`config.mk`:
```
export PLATFORM = sky130hd
export DESIGN_NAME = spi_pkt_deframer
export DESIGN_NICKNAME = d
export VERILOG_FILES = /design/src/rtl/spi_pkt_pkg.sv /design/src/rtl/spi_byte_deser.sv /design/src/rtl/spi_pkt_deframer.sv
export SDC_FILE = /design/constraint.sdc
export NUM_CORES = 1
export LEC_CHECK = 0
export BUFFER_PORTS_ARGS = -buffer_cell sky130_fd_sc_hd__buf_2
export CORE_UTILIZATION = 35
export CTS_CLUSTER_SIZE = 12
export DETAILED_ROUTE_END_ITERATION = 10
export MAX_ROUTING_LAYER = met4
export PLACE_DENSITY = 0.63
export SLEW_MARGIN = 20
export SYNTH_ARGS = -nofsm -noshare
export SYNTH_HDL_FRONTEND = slang
export SYNTH_SLANG_ARGS = --single-unit
```
`constraint.sdc`:
```
create_clock -name clk -period 3.4 [get_ports clk]
set_input_delay 0.68 -clock clk [delete_from_list [all_inputs] [get_ports clk]]
set_output_delay 0.68 -clock clk [all_outputs]
set_load 0.05 [all_outputs]
```
`src/rtl/spi_pkt_pkg.sv`:
```
// Shared definitions for the serial packet deframer: FSM state encoding,
// default framing constants and a saturating counter helper.
package spi_pkt_pkg;

    typedef enum logic [2:0] {
        ST_HUNT    = 3'd0,
        ST_LEN     = 3'd1,
        ST_PAYLOAD = 3'd2,
        ST_CSUM    = 3'd3,
        ST_SKIP    = 3'd4
    } pkt_state_e;

    localparam logic [7:0] DEF_SYNC_BYTE = 8'hA5;
    localparam int         DEF_MAX_LEN   = 16;

    // Increment that sticks at all-ones instead of wrapping.
    function automatic logic [15:0] sat_inc(input logic [15:0] v);
        return (v == 16'hFFFF) ? v : v + 16'd1;
    endfunction

endpackage

```
`src/rtl/spi_byte_deser.sv`:
```
// Serial-to-byte deserializer: LSB-first 8-bit frames qualified by cs.
// A frame cut short by cs dropping is discarded and flagged for one cycle.
module spi_byte_deser (
    input  logic       clk,
    input  logic       resetn,
    input  logic       cs_i,
    input  logic       data_i,
    output logic [7:0] byte_o,
    output logic       byte_valid_o,
    output logic       frm_err_o
);

    logic [2:0] cnt_q;
    logic [7:0] shift_q;
    logic [7:0] byte_q;
    logic       byte_valid_q;
    logic       frm_err_q;

    // Shift in one bit per cs-high cycle; publish the byte on the 8th bit.
    // NOTE: sequential state uses non-blocking assignments so every register
    // samples pre-edge values regardless of statement order.
    always_ff @(posedge clk or negedge resetn) begin
        if (!resetn) begin
            cnt_q        <= '0;
            shift_q      <= '0;
            byte_q       <= '0;
            byte_valid_q <= 1'b0;
            frm_err_q    <= 1'b0;
        end else begin
            byte_valid_q <= 1'b0;
            frm_err_q    <= 1'b0;
            if (cs_i) begin
                shift_q <= {data_i, shift_q[7:1]};
                cnt_q   <= cnt_q + 3'd1;  // wraps to 0 so a held cs starts a new byte
                if (cnt_q == 3'd7) begin
                    byte_q       <= {data_i, shift_q[7:1]};
                    byte_valid_q <= 1'b1;
                end
            end else if (cnt_q != 3'd0) begin
                cnt_q     <= '0;
                frm_err_q <= 1'b1;
            end
        end
    end

    assign byte_o       = byte_q;
    assign byte_valid_o = byte_valid_q;
    assign frm_err_o    = frm_err_q;

endmodule

```
`src/rtl/spi_pkt_deframer.sv`:
```
// Packet deframer: hunts for SYNC, LEN, payload, CSUM on the byte stream,
// stores payload speculatively and releases it to the output stream only
// after the checksum matches (store-and-forward).
module spi_pkt_deframer
    import spi_pkt_pkg::*;
#(
    parameter logic [7:0] SYNC_BYTE = DEF_SYNC_BYTE,
    parameter int         MAX_LEN   = DEF_MAX_LEN,
    parameter int         BUF_DEPTH = 32,
    parameter int         TIMEOUT   = 1024
) (
    input  logic        clk,
    input  logic        resetn,
    input  logic        link_cs,
    input  logic        link_data,
    output logic [7:0]  m_data,
    output logic        m_last,
    output logic        m_valid,
    input  logic        m_ready,
    output logic [15:0] pkt_ok_cnt,
    output logic [15:0] pkt_err_cnt,
    output logic        frm_err,
    output logic        busy
);

    localparam int AW = $clog2(BUF_DEPTH);
    localparam int PW = AW + 1;
    localparam int TW = $clog2(TIMEOUT + 1);

    logic [7:0]  rx_byte;
    logic        rx_valid;

    pkt_state_e  state_q, state_d;
    logic [PW-1:0] wr_q, wr_d;      // speculative write pointer
    logic [PW-1:0] cm_q, cm_d;      // committed pointer
    logic [PW-1:0] rd_q, rd_d;      // read pointer
    logic [8:0]  cnt_q, cnt_d;      // bytes remaining in PAYLOAD / SKIP
    logic [7:0]  csum_q, csum_d;
    logic [TW-1:0] tmo_q, tmo_d;
    logic [15:0] ok_q, ok_d;
    logic [15:0] err_q, err_d;

    logic [PW-1:0] free_w;
    logic        wr_en;
    logic [8:0]  wr_word;
    logic [8:0]  rd_word;
    logic [8:0]  mem [BUF_DEPTH];

    spi_byte_deser u_deser (
        .clk          (clk),
        .resetn       (resetn),
        .cs_i         (link_cs),
        .data_i       (link_data),
        .byte_o       (rx_byte),
        .byte_valid_o (rx_valid),
        .frm_err_o    (frm_err)
    );

    assign free_w  = PW'(BUF_DEPTH) - (wr_q - rd_q);
    assign wr_word = {(cnt_q == 9'd1), rx_byte};

    // Packet FSM, pointer management, timeout and counters.
    // NOTE: every signal assigned here gets a default first, so no path
    // leaves one unassigned and no latch is inferred.
    always_comb begin
        state_d = state_q;
        wr_d    = wr_q;
        cm_d    = cm_q;
        rd_d    = rd_q;
        cnt_d   = cnt_q;
        csum_d  = csum_q;
        tmo_d   = '0;
        ok_d    = ok_q;
        err_d   = err_q;
        wr_en   = 1'b0;

        if (m_valid && m_ready) rd_d = rd_q + PW'(1);

        if (state_q != ST_HUNT && !rx_valid) tmo_d = tmo_q + TW'(1);

        case (state_q)
            ST_HUNT: begin
                if (rx_valid && rx_byte == SYNC_BYTE) state_d = ST_LEN;
            end
            ST_LEN: begin
                if (rx_valid) begin
                    if (rx_byte == 8'd0 || 32'(rx_byte) > 32'(MAX_LEN)) begin
                        state_d = ST_HUNT;
                        err_d   = sat_inc(err_q);
                    end else if (32'(free_w) < 32'(rx_byte)) begin
                        // No room: drain payload plus checksum without storing.
                        state_d = ST_SKIP;
                        err_d   = sat_inc(err_q);
                        cnt_d   = {1'b0, rx_byte} + 9'd1;
                    end else begin
                        state_d = ST_PAYLOAD;
                        cnt_d   = {1'b0, rx_byte};
                        csum_d  = rx_byte;
                    end
                end
            end
            ST_PAYLOAD: begin
                if (rx_valid) begin
                    wr_en  = 1'b1;
                    wr_d   = wr_q + PW'(1);
                    csum_d = csum_q ^ rx_byte;
                    cnt_d  = cnt_q - 9'd1;
                    if (cnt_q == 9'd1) state_d = ST_CSUM;
                end
            end
            ST_CSUM: begin
                if (rx_valid) begin
                    state_d = ST_HUNT;
                    if (rx_byte == csum_q) begin
                        cm_d = wr_q;
                        ok_d = sat_inc(ok_q);
                    end else begin
                        wr_d  = cm_q;
                        err_d = sat_inc(err_q);
                    end
                end
            end
            ST_SKIP: begin
                if (rx_valid) begin
                    cnt_d = cnt_q - 9'd1;
                    if (cnt_q == 9'd1) state_d = ST_HUNT;
                end
            end
            default: state_d = ST_HUNT;
        endcase

        // A stalled link mid-packet abandons it; no byte arrives this cycle,
        // so nothing above has touched the pointers or counters.
        if (state_q != ST_HUNT && !rx_valid && tmo_q == TW'(TIMEOUT - 1)) begin
            state_d = ST_HUNT;
            wr_d    = cm_q;
            err_d   = sat_inc(err_q);
            tmo_d   = '0;
        end
    end

    // State registers; reset discards committed and uncommitted data alike.
    always_ff @(posedge clk or negedge resetn) begin
        if (!resetn) begin
            state_q <= ST_HUNT;
            wr_q    <= '0;
            cm_q    <= '0;
            rd_q    <= '0;
            cnt_q   <= '0;
            csum_q  <= '0;
            tmo_q   <= '0;
            ok_q    <= '0;
            err_q   <= '0;
        end else begin
            state_q <= state_d;
            wr_q    <= wr_d;
            cm_q    <= cm_d;
            rd_q    <= rd_d;
            cnt_q   <= cnt_d;
            csum_q  <= csum_d;
            tmo_q   <= tmo_d;
            ok_q    <= ok_d;
            err_q   <= err_d;
        end
    end

    // Payload buffer write port.
    // NOTE: the RAM array has no reset; pointer reset alone makes its
    // contents unreachable, and a reset would prevent RAM inference.
    always_ff @(posedge clk) begin
        if (wr_en) mem[wr_q[AW-1:0]] <= wr_word;
    end

    assign rd_word     = mem[rd_q[AW-1:0]];
    assign m_valid     = (rd_q != cm_q);
    assign m_data      = m_valid ? rd_word[7:0] : 8'h00;
    assign m_last      = m_valid & rd_word[8];
    assign busy        = (state_q != ST_HUNT);
    assign pkt_ok_cnt  = ok_q;
    assign pkt_err_cnt = err_q;

endmodule
```
* After elaboration in Yosys (flattened, before gate mapping)
Memories as Yosys holds them, arrays and structs flattened. Cells that the tools add are included.
Storage, ports and cells: RAM bits 288, memories kept 1, flip-flop bits (word level) 102, bits of input ports 5, output and inout port bits 44
Memories:
- mem | words 32, width 9, read ports 1, clocked after Yosys merged registers in 0, write ports 1, RTL line spi_pkt_deframer.sv:47 | logic [8:0] mem [BUF_DEPTH];
Operators by class: mux-type cells 47, $add $sub $neg 10, reductions and logical operators 24, eq/ne operators 26, bitwise gates (word level) 3, magnitude comparators 2
Operator list (number):
- 2-to-1 mux 16 bit | 7
- 2-to-1 mux 8 bit | 5
- 2-to-1 mux 3 bit | 12
- 2-to-1 mux 9 bit | 4
- adder 16 x 1 -> 16 bit, second input constant | 2
- == test 16 bit, second input constant | 2
- case mux 16 bit (2 select lines) | 1
- 2-to-1 mux 6 bit | 4
- 2-to-1 mux 11 bit | 2
- case mux 9 bit (2 select lines) | 1
- case mux 8 bit (2 select lines) | 1
- case mux 3 bit (5 select lines) | 1
- adder 6 x 1 -> 6 bit, second input constant | 2
- inequality test 3 x 2 -> 1 bit, second input constant | 4
- inequality test 3 bit, second input constant | 4
- case mux 6 bit (2 select lines) | 1
- nonzero test 3 bit | 4
- adder 11 x 1 -> 11 bit, second input constant | 1
- == test 11 x 10 -> 1 bit, second input constant | 1
- AND reduction 5 bit | 2
- adder 8 x 1 -> 9 bit, second input constant | 1
- == test 9 x 1 -> 1 bit, second input constant | 1
- subtractor 9 x 1 -> 9 bit, second input constant | 1
- == test 8 bit | 1
- 28 further kinds | 47

* Longest topological paths before layout
Gate-level depths: netlist (run 1).
depth in word-level cells 8, depth in mapped cells 20

* By module
From an unflattened synthesis (run 1), not the netlist that was laid out.
Second synthesis, totals: cells, all modules 1044, area, all modules 16988.8 um2
Modules (own cells, without submodules):
- spi_pkt_deframer | instances 1, cells an instance 993, area an instance 16203.0 um2
- spi_byte_deser | instances 1, cells an instance 51, area an instance 785.8 um2

* Worst setup path before layout (run 1)
Ideal clock, no wire load.
path type register -> register, from register rd_q[0], to register err_q[7], in the netlist pkt_err_cnt[7], setup time 0.142 ns, period minus slack after synthesis 3.735 ns, cell stages (with the launch flop) 21, slack -0.335 ns, path buffers 4, arrival time 3.593 ns, cell sequence dfrtp_1 > buf_4 > buf_2 > inv_1 > ha_1 > inv_1 > ha_1 > fa_1 > a21o_1 > a21oi_1 > xnor2_1 > ha_1 > o21a_1 > o21ai_0 > a31o_2 > buf_2 > o211ai_1 > a21oi_4 > buf_4 > nand3_1 > xnor2_1
Between the ends: word-level cells in the longest chain between the ends 5
RTL lines:
- start, declared | RTL line spi_pkt_deframer.sv:36 | logic [PW-1:0] rd_q, rd_d;
- start signal, assigned | RTL line spi_pkt_deframer.sv:158 | rd_q <= rd_d;
- subtractor 6 bit (2 in a row) | RTL line spi_pkt_deframer.sv:59 | assign free_w = PW'(BUF_DEPTH) - (wr_q - rd_q);
- < comparator 6 x 8 -> 1 bit | RTL line spi_pkt_deframer.sv:90 | end else if (32'(free_w) < 32'(rx_byte)) begin
- inequality test 4 bit (no source line)
- AND reduction 5 bit (no source line)
- end signal, assigned | RTL line spi_pkt_deframer.sv:163 | err_q <= err_d;
- end, declared | RTL line spi_pkt_deframer.sv:41 | logic [15:0] err_q, err_d;
Every way passes these cells. A chain may end at the register's enable or synchronous reset.

* Final worst setup path (run 1)
from register rd_q[0], to output m_data[7]
Between the ends: word-level cells in the longest chain between the ends 2, elaborated cells on any way between the ends 3, those cells by class eq/ne: 1; mux: 1; memory: 1
RTL lines:
- memory read (32 x 9 bit) / inequality test 6 bit (equally long branches)
- 2-to-1 mux 8 bit * | RTL line spi_pkt_deframer.sv:176 | assign m_data = m_valid ? rd_word[7:0] : 8'h00;
- end, declared | RTL line spi_pkt_deframer.sv:16 | output logic [7:0] m_data,
Every way passes the cells marked *; elsewhere a longest branch is shown, timed or not.

==> results of run 1 <==
==> through the flow <==
stage / instances / TNS [ns] / area [um^2] / util (%) / worst slack [ns]
4_1_cts: 1789 / -3.836 / 19690 / 42.11 / -0.1898
5_1_grt: 1797 / -5.546 / 19920 / 42.60 / -0.2398
6_report: 1797 / -1.568 / 19920 / 42.60 / -0.1750
3_5_place_dp: 1702 / 0 / 18070 / 38.66 / 0.01762
2_1_floorplan: 1028 / 0 / 16730 / - / 0.006929
3_3_place_gp: 1702 / 0 / 18070 / 38.66 / 0.02360
==> how the worst max path moves through the flow <==
stage | to | slack, ns
4_1_cts | m_data[3] | -0.19
3_3_place_gp | pkt_err_cnt[11] | 0.02
3_5_place_dp | pkt_err_cnt[11] | 0.02
2_1_floorplan | pkt_err_cnt[7] | 0.007
6_report | m_data[7] | -0.18
5_1_grt | m_data[3] | -0.24
==> what timing repair did <==
action | in CTS | in global routing
pin swaps | 5 | 26
endpoints found under the setup margin | 10 | 38
cloned | 4 | 3
buffers inserted | 6 | 7
gates resized for setup | 34 | 35
==> layer usage <==
metal / routed length [um] / share of wire, %
met3: 2197 / 6.0
met1: 16240 / 44
met4: 728 / 2.0
met5: 0 / 0
met2: 17560 / 48
==> synth_stat cells (14+ instances only) <==
cell	count
buf_2	19
nand2_1	53
nand3_1	40
xor2_1	21
xnor2_1	49
o21ai_0	43
mux4_2	90
clkbuf_1	22
nand4_1	18
inv_1	25
dfrtp_1	101
nor2_1	79
ha_1	30
mux2_2	14
a21oi_1	32
edfxtp_1	288
==> layout make-up <==
class                   instances  area (um^2)
fillers                      4118        26840
well taps                     607        759.5
clock inverters                18        173.9
clock buffers                  59         1156
repair buffers                135         1234
multi-input cells             564         5310
inverters                      25        98.84
flip-flops and latches        389        11180
==> cells in the final DEF (no fill, tap or decap), types with 36 or more instances in the layout <==
cell | Yosys | final
o21ai_0 | 43 | 39
nand3_1 | 40 | 36
buf_2 | 19 | 38
nand2_1 | 53 | 50
nor2_1 | 79 | 77
dfrtp_1 | 101 | 99
xnor2_1 | 49 | 48
mux4_2 | 90 | 90
edfxtp_1 | 288 | 288
clkbuf_16 | 0 | 46
buf_4 | 3 | 65
==> critical path: stages, from the launching register on <==
cell	delay (ns)
dfrtp_4	0.43
buf_12	0.20
buf_12	0.16
mux4_2	0.53
mux4_2	0.54
mux2i_1	0.23
nor2_1	0.09
buf_6	0.16
==> flip-flops by register name, indices dropped and copies added (netlist names), 3 cells and up <==
name / cells
csum_q: 8
u_deser.byte_o: 8
mem: 288
cnt_q: 9
wr_q: 6
tmo_q: 11
state_q: 3
rd_q: 6
u_deser.shift_q: 7
pkt_ok_cnt: 16
cm_q: 6
u_deser.cnt_q: 3
pkt_err_cnt: 16
==> report_power, final <==
| group | internal [uW] | switching (uW) | leakage, uW | total [uW] |
|---|---|---|---|---|
| registers | 5510 | 136 | 0.00401 | 5650 |
| logic | 2370 | 2790 | 0.00262 | 5160 |
| clock network | 2480 | 1890 | 0.000644 | 4380 |
==> kinds of logic after synthesis <==
family,Yosys count
AO/OA/AOI/OAI,106
XOR/XNOR,70
adder cells (fa/ha/maj),31
buffers and inverters,75
flip-flops,389
multiplexers,114
AND/OR/NAND/NOR,243
==> impl_metrics.json, run 1 <==
{
  "crit_type": "reg -> out",
  "arrival_ns": 2.90,
  "viasPerCell": 5.195,
  "period_minus_slack_ns": 3.575,
  "cp_data_required_time_ns": 2.72,
  "reg2reg_to": "pkt_err_cnt[1]",
  "crit_start": "rd_q[0]",
  "synthMuxAreaShare_pct": 13.73,
  "critPathLaunchType": "flip-flop",
  "dp_hpwl_mm": 22.44,
  "synth_top_family_by_area": "multiplexers",
  "root_buffer": "clkbuf_16",
  "cp-end-kind": "output pin",
  "postRouteAntennaNets": 0,
  "p_per_area_nw_per_um2": 762.3,
  "insertion_delay_ns": 0.57,
  "cap_violations": 0,
  "rsz0062_at_grt": "true",
  "fin_ws_ns": -0.1750,
  "fin_crit_sh_pct": 105.1,
  "dieArea_um2": 48420,
  "cts_made_buffers": 43,
  "overflow": 0,
  "grt_pass1_wl_mm": 56.79,
  "synth_cells": 1028,
  "setup_viol": 18,
  "first_pass_iters": 8,
  "r2r-start": "rd_q[0]",
  "yosysTopAreaCell": "edfxtp_1",
  "die_w_um": 220.1,
  "finalMaxSlewViolations": 0,
  "synth_xor_area_share_pct": 3.684,
  "synth_compound_area_share_pct": 3.759,
  "synthesis.area_um2": 16640,
  "wl_per_cell_um": 20.44,
  "cts_tree": "yes",
  "timing_hold_violations_final": 0,
  "grt_util_met3_pct": 2.857,
  "avgSynthCellArea_um2": 16.19,
  "reg2reg_depth": 18,
  "n_antenna_cell": 0,
  "coreArea_um2": 46750,
  "seq_area_frac_synth_pct": 67.15,
  "grt_usage_pct": 16.08,
  "p_total_uw": 15180,
  "drc": 3,
  "grt_pass1_vias": 9445,
  "cts.clk_slew.worst_paths_ns": 0.06,
  "slew_headroom_pct": 40.64,
  "worst_pin_slew_ns": 0.8845,
  "drive_gt1_share_pct": 28.32,
  "rows": 79,
  "gp_congestion": 0.7959,
  "clock_skew_ns": 0.01884,
  "drtIter0Drc": 737,
  "power.leakage_uw": 0.007266,
  "use_met2_pct": 24.65,
  "cts_sinks": 389,
  "final_net_count": 1194,
  "antenna_found_initial": 0,
  "worstHoldPathType": "in -> async",
  "portBuffers": 48,
  "ys_ff_latch": 389,
  "synthTopCellsByArea": "edfxtp_1 (52%), dfrtp_1 (15%), mux4_2 (12%), xnor2_1 (2.6%), ha_1 (2.3%)",
  "htree_levels": 2,
  "start_util_pct": 35.60,
  "ctsHoldBuffers": 0,
  "dieHeight_um": 220.1,
  "fmax_ghz": 0.2797,
  "synthSimpleGateAreaFrac_pct": 7.345,
  "synth_fp_nets": 1064,
  "use_met1_pct": 22.03,
  "synth_edf_count": 288,
  "worstPathMaxFanout": 9,
  "failed_checks": "DRC, setup timing",
  "synth_warnings": 0,
  "yosys.area.top_type_share_pct": 51.97,
  "ys.flop_type": "edfxtp_1",
  "io_pins": 49,
  "reg2reg_slack_ns": -0.09,
  "syn_to_final_growth_pct": 19.67,
  "status": "finished, violations left",
  "synth-adder-area-share_pct": 2.376,
  "ir_drop_mv": 0.3953,
  "wl_mm": 36.72,
  "vias": 9336,
  "top_usage_layer": "met2",
  "cts.path.max_buffers": 3,
  "synth_async_sr_flop_share_pct": 25.96,
  "hold_ws_ns": 0.04615,
  "grt_max_degree": 40,
  "synthDistinctLibCells": 59
}
Power figures use the tool's default switching activity.
==> inputs of run 2 (changes only) <==
--- a/config.mk
+++ b/config.mk
@@ -6,11 +6,12 @@
 export NUM_CORES = 1
 export LEC_CHECK = 0
 export BUFFER_PORTS_ARGS = -buffer_cell sky130_fd_sc_hd__buf_2
-export CORE_UTILIZATION = 35
+export CAP_MARGIN = 15
+export CORE_UTILIZATION = 50
 export CTS_CLUSTER_SIZE = 12
 export DETAILED_ROUTE_END_ITERATION = 10
 export MAX_ROUTING_LAYER = met4
-export PLACE_DENSITY = 0.63
+export PLACE_DENSITY = 0.8
 export SLEW_MARGIN = 20
 export SYNTH_ARGS = -nofsm -noshare
 export SYNTH_HDL_FRONTEND = slang
==> impl_metrics.json, run 2 (synthesized netlist as in run 1, its figures left out) <==
{
  "status": "finished, violations left",
  "failed_checks": "setup timing",
  "portBuffers": 48,
  "rows": 66,
  "grt_pass1_vias": 9783,
  "gp_congestion": 0.8547,
  "cts.clk_slew.worst_paths_ns": 0.06,
  "start_util_pct": 51.02,
  "dieHeight_um": 184.4,
  "ctsHoldBuffers": 0,
  "cts_tree": "yes",
  "overflow": 0,
  "drtIter0Drc": 1019,
  "io_pins": 49,
  "antenna_found_initial": 0,
  "first_pass_iters": 5,
  "htree_levels": 2,
  "final_net_count": 1200,
  "syn_to_final_growth_pct": 19.26,
  "critPathLaunchType": "flip-flop",
  "use_met1_pct": 31.52,
  "fin_ws_ns": -0.2162,
  "grt_pass1_wl_mm": 60.37,
  "grt_usage_pct": 25.12,
  "rsz0062_at_grt": "true",
  "cap_violations": 0,
  "stdcell_area_um2": 19850,
  "cts_sinks": 389,
  "timing_hold_violations_final": 0,
  "worstHoldPathType": "in -> async",
  "cts.path.max_buffers": 3,
  "wl_mm": 41.33,
  "viasPerCell": 6.039,
  "finalMaxSlewViolations": 0,
  "top_usage_layer": "met2",
  "p_per_area_nw_per_um2": 787.4,
  "insertion_delay_ns": 0.55,
  "fin_crit_sh_pct": 106.4,
  "fmax_ghz": 0.2765,
  "coreArea_um2": 32620,
  "cp-end-kind": "output pin",
  "cp_data_required_time_ns": 2.72,
  "arrival_ns": 2.94,
  "dp_slack_ns": -0.1646,
  "final_common_cell": "edfxtp_1",
  "r2r-start": "rd_q[0]",
  "clock_skew_ns": 0.02390,
  "grt_max_degree": 54,
  "root_buffer": "clkbuf_16",
  "dieArea_um2": 34020,
  "reg2reg_slack_ns": -0.19,
  "wl_per_cell_um": 25.23,
  "setup_viol": 35,
  "fill_cells": 2309,
  "slew_headroom_pct": 40.96,
  "grt_util_met3_pct": 3.557,
  "place_area_um2": 17830,
  "crit_start": "rd_q[0]",
  "vias": 9892,
  "crit_type": "reg -> out",
  "power.leakage_uw": 0.007377,
  "period_minus_slack_ns": 3.616,
  "worst_pin_slew_ns": 0.8797,
  "postRouteAntennaNets": 0,
  "die_w_um": 184.4,
  "ir_drop_mv": 0.7416,
  "worstPathMaxFanout": 5,
  "final_cell_mix": "edfxtp_1 (288), dfrtp_1 (99), mux4_2 (90)",
  "largest_register_ffs": 288,
  "reg2reg_depth": 18,
  "drive_gt1_share_pct": 28.43,
  "cts_made_buffers": 40,
  "dp_hpwl_mm": 22.27,
  "use_met2_pct": 42.17,
  "n_antenna_cell": 0,
  "reg2reg_to": "pkt_err_cnt[1]",
  "drc": 0
}
## run 2: cell count changes in the layout (fill, tap and decap cells not counted), sizes merged
cell,change
clkbuf,+10
bufinv,+1
buf,+7
inv,+1
clkinv,-13
## run 2: how the worst max path moves through the flow
stage / to / slack [ns] / cells after the start
after floorplan: pkt_err_cnt[7] / 0.007 / 20
after global placement: pkt_err_cnt[1] / -0.09 / 13
after detailed placement: pkt_err_cnt[1] / -0.16 / 12
after CTS: m_data[6] / -0.20 / 8
after global routing: pkt_err_cnt[1] / -0.31 / 18
final: m_data[5] / -0.22 / 7
## run 2: layout make-up
type / instances / area [um^2] / area share [%]
inverter: 25 / 98.84 / 0.4980
sequential: 389 / 11180 / 56.34
tap: 442 / 553.0 / 2.786
clock inverter: 7 / 118.9 / 0.5989
multi-input combinational: 564 / 5341 / 26.91
timing repair buffer: 144 / 1419 / 7.149
clock buffer: 67 / 1134 / 5.711
## run 2: metal layers
layer | vias up | routed length (um)
met5 | - | 0
met4 | 0 | 1595
met3 | 105 | 3112
met2 | 496 | 21010
met1 | 5064 | 15610
li1 | 4227 | -
## run 2: through the flow
| step | std cells | hold WS (ns) | total power (uW) | setup TNS, ns | utilization (%) |
|---|---|---|---|---|---|
| finish | 1638 | 0.1626 | 15630 | -3.826 | 60.85 |
| global route | 1638 | 0.2077 | 16100 | -7.880 | 60.85 |
| CTS | 1631 | 0.1725 | 15320 | -3.584 | 60.40 |
| detailed placement | 1536 | 0.4865 | 10180 | -1.331 | 54.66 |
| global placement | 1536 | 0.4709 | 10040 | -0.2291 | 54.66 |
| floorplan | 1028 | 0.3844 | 8941 | 0 | - |
## run 2: report_power, final
group	total [uW]	switching [uW]	internal [uW]	leakage, uW
registers	5640	135	5510	0.00401
logic	5720	3110	2610	0.00277
clock network	4260	1810	2450	0.000602
total	15600	5060	10600	0.00738
## run 2: what timing repair did
item / in CTS / in global routing
endpoints found under the hold margin: 0 / 0
cloned: 10 / 5
endpoints found under the setup margin: 26 / 37
pin swaps: 21 / 19
setup buffers: 11 / 9
gates resized for setup: 49 / 26
## run 2: critical path, stage by stage (launching register included)
cell and delay (ns):
dfrtp_4 0.45, buf_12 0.12, buf_4 0.21, mux4_2 0.57, mux4_2 0.59, mux2i_2 0.21, nor2_1 0.09, buf_6 0.16
==> inputs of run 3 (changes only) <==
--- a/config.mk
+++ b/config.mk
@@ -7,12 +7,11 @@
 export LEC_CHECK = 0
 export BUFFER_PORTS_ARGS = -buffer_cell sky130_fd_sc_hd__buf_2
 export CAP_MARGIN = 15
-export CORE_UTILIZATION = 50
+export CORE_UTILIZATION = 54
 export CTS_CLUSTER_SIZE = 12
 export DETAILED_ROUTE_END_ITERATION = 10
 export MAX_ROUTING_LAYER = met4
-export PLACE_DENSITY = 0.8
-export SLEW_MARGIN = 20
+export PLACE_DENSITY = 0.84
 export SYNTH_ARGS = -nofsm -noshare
 export SYNTH_HDL_FRONTEND = slang
 export SYNTH_SLANG_ARGS = --single-unit
==> impl_metrics.json, run 3 (synthesized netlist as in run 1, its figures left out) <==
{
  "dp_slack_ns": 0.007362,
  "final_util_pct": 65.69,
  "cts.clk_slew.worst_paths_ns": 0.05,
  "fmax_ghz": 0.2774,
  "drtIter0Drc": 1017,
  "gp_congestion": 0.8377,
  "status": "finished, violations left",
  "reg2reg_to": "pkt_err_cnt[1]",
  "antenna_found_initial": 0,
  "timing_hold_violations_final": 0,
  "wl_per_cell_um": 25.06,
  "cts_sinks": 389,
  "reg2reg_slack_ns": -0.12,
  "final_cell_mix": "edfxtp_1 (288), dfrtp_1 (99), mux4_2 (90)",
  "hold_ws_ns": 0.1786,
  "wl_mm": 39.72,
  "n_antenna_cell": 0,
  "grt_usage_pct": 26.78,
  "reg2reg_depth": 18,
  "coreArea_um2": 29950,
  "slew_headroom_pct": 45.35,
  "io_pins": 49,
  "start_util_pct": 55.56,
  "fin_crit_sh_pct": 106.0,
  "grt_pass1_wl_mm": 59.55,
  "grt_pass1_vias": 9797,
  "dieArea_um2": 31530,
  "worst_pin_slew_ns": 0.8143,
  "dp_hpwl_mm": 21.95,
  "setup_tns_ns": -2.114,
  "final_common_cell": "edfxtp_1",
  "critPathLaunchType": "flip-flop",
  "postRouteAntennaNets": 0,
  "final_net_count": 1198,
  "insertion_delay_ns": 0.55,
  "syn_to_final_growth_pct": 18.23,
  "dieHeight_um": 177.6,
  "fin_ws_ns": -0.2050,
  "ir_drop_mv": 0.6846,
  "rows": 63,
  "cp_data_required_time_ns": 2.72,
  "crit_type": "reg -> out",
  "rsz0062_at_grt": "true",
  "clock_skew_ns": 0.03268,
  "die_w_um": 177.6,
  "drc": 0,
  "vias": 9818,
  "final_cells": 1585,
  "cts_made_buffers": 42,
  "htree_levels": 2,
  "period_minus_slack_ns": 3.605,
  "cap_violations": 0,
  "overflow": 0,
  "cts.path.max_buffers": 3,
  "fill_cells": 1982,
  "failed_checks": "setup timing",
  "cts_tree": "yes",
  "grt_max_degree": 52,
  "setup_viol": 22,
  "portBuffers": 48,
  "cp-end-kind": "output pin",
  "finalMaxSlewViolations": 0,
  "p_per_area_nw_per_um2": 792.9,
  "root_buffer": "clkbuf_16",
  "placed_cells": 1486,
  "worstHoldPathType": "in -> async",
  "first_pass_iters": 7,
  "largest_register_ffs": 288,
  "arrival_ns": 2.93,
  "viasPerCell": 6.194,
  "r2r-start": "rd_q[0]",
  "worstPathMaxFanout": 5,
  "drive_gt1_share_pct": 27.28,
  "power.leakage_uw": 0.007281
}
## run 3: changes by cell type in the layout (fill, tap and decap cells not counted), moves of 3 or more
cell,change
clkbuf_8,+5
xnor2_1,+5
xnor2_2,-5
clkbuf_1,-4
nand2_1,+4
nand2_4,-4
a21oi_1,+3
a21oi_2,-3
## run 3: layer usage
metal	share of wire, %	routed length, um	global-route usage [%]
met2	51	20340	44.60
met4	3.9	1568	10.22
met5	0	0	-
met1	38	15140	33.43
met3	6.7	2663	3.770
## run 3: final cells by class
cell class | instances | area [um^2] | share of cell area (%)
clock buffers | 69 | 1212 | 6.162
clock inverters | 8 | 117.6 | 0.5977
inverters | 25 | 98.84 | 0.5024
multi-input cells | 564 | 5224 | 26.55
flip-flops and latches | 389 | 11180 | 56.84
well taps | 390 | 488.0 | 2.480
repair buffers | 140 | 1353 | 6.874
## run 3: critical path: stages, from the launching register on
cell and delay (ns):
dfrtp_4 0.55, buf_12 0.17, buf_12 0.13, buf_16 0.14, mux4_2 0.48, mux4_2 0.55, mux2i_1 0.15, nor2_1 0.06
buf_6 0.15
## run 3: timing repair
action	CTS	global route
setup endpoints to repair	10	37
hold endpoints to repair	0	0
pin swaps	2	4
buffers inserted	9	5
gates resized for setup	39	13
gates cloned	10	2
hold buffers	0	0
## run 3: metrics by stage
| step | instance area (um^2) | power (uW) |
|---|---|---|
| global route | 19680 | 16120 |
| global placement | 17790 | 10030 |
| finish | 19680 | 15600 |
| floorplan | 16730 | 8941 |
| CTS | 19600 | 15520 |
| detailed placement | 17790 | 10160 |
## run 3: worst max-delay path by stage
stage               startpoint             end  slack (ns)  cells past startpoint
floorplan              rd_q[0]  pkt_err_cnt[7]       0.007                     20
global placement       rd_q[1]  pkt_err_cnt[1]        0.04                     15
detailed placement     rd_q[1]  pkt_err_cnt[1]       0.007                     15
CTS                    rd_q[0]          m_last       -0.19                      8
global route           rd_q[0]       m_data[2]       -0.29                      8
finish                 rd_q[0]       m_data[2]       -0.21                      8
## run 3: power by group
group | leakage (uW) | switching, uW | internal (uW)
logic | 0.00263 | 2970 | 2530
clock network | 0.000642 | 1850 | 2600
registers | 0.00401 | 138 | 5510
total | 0.00728 | 4960 | 10600
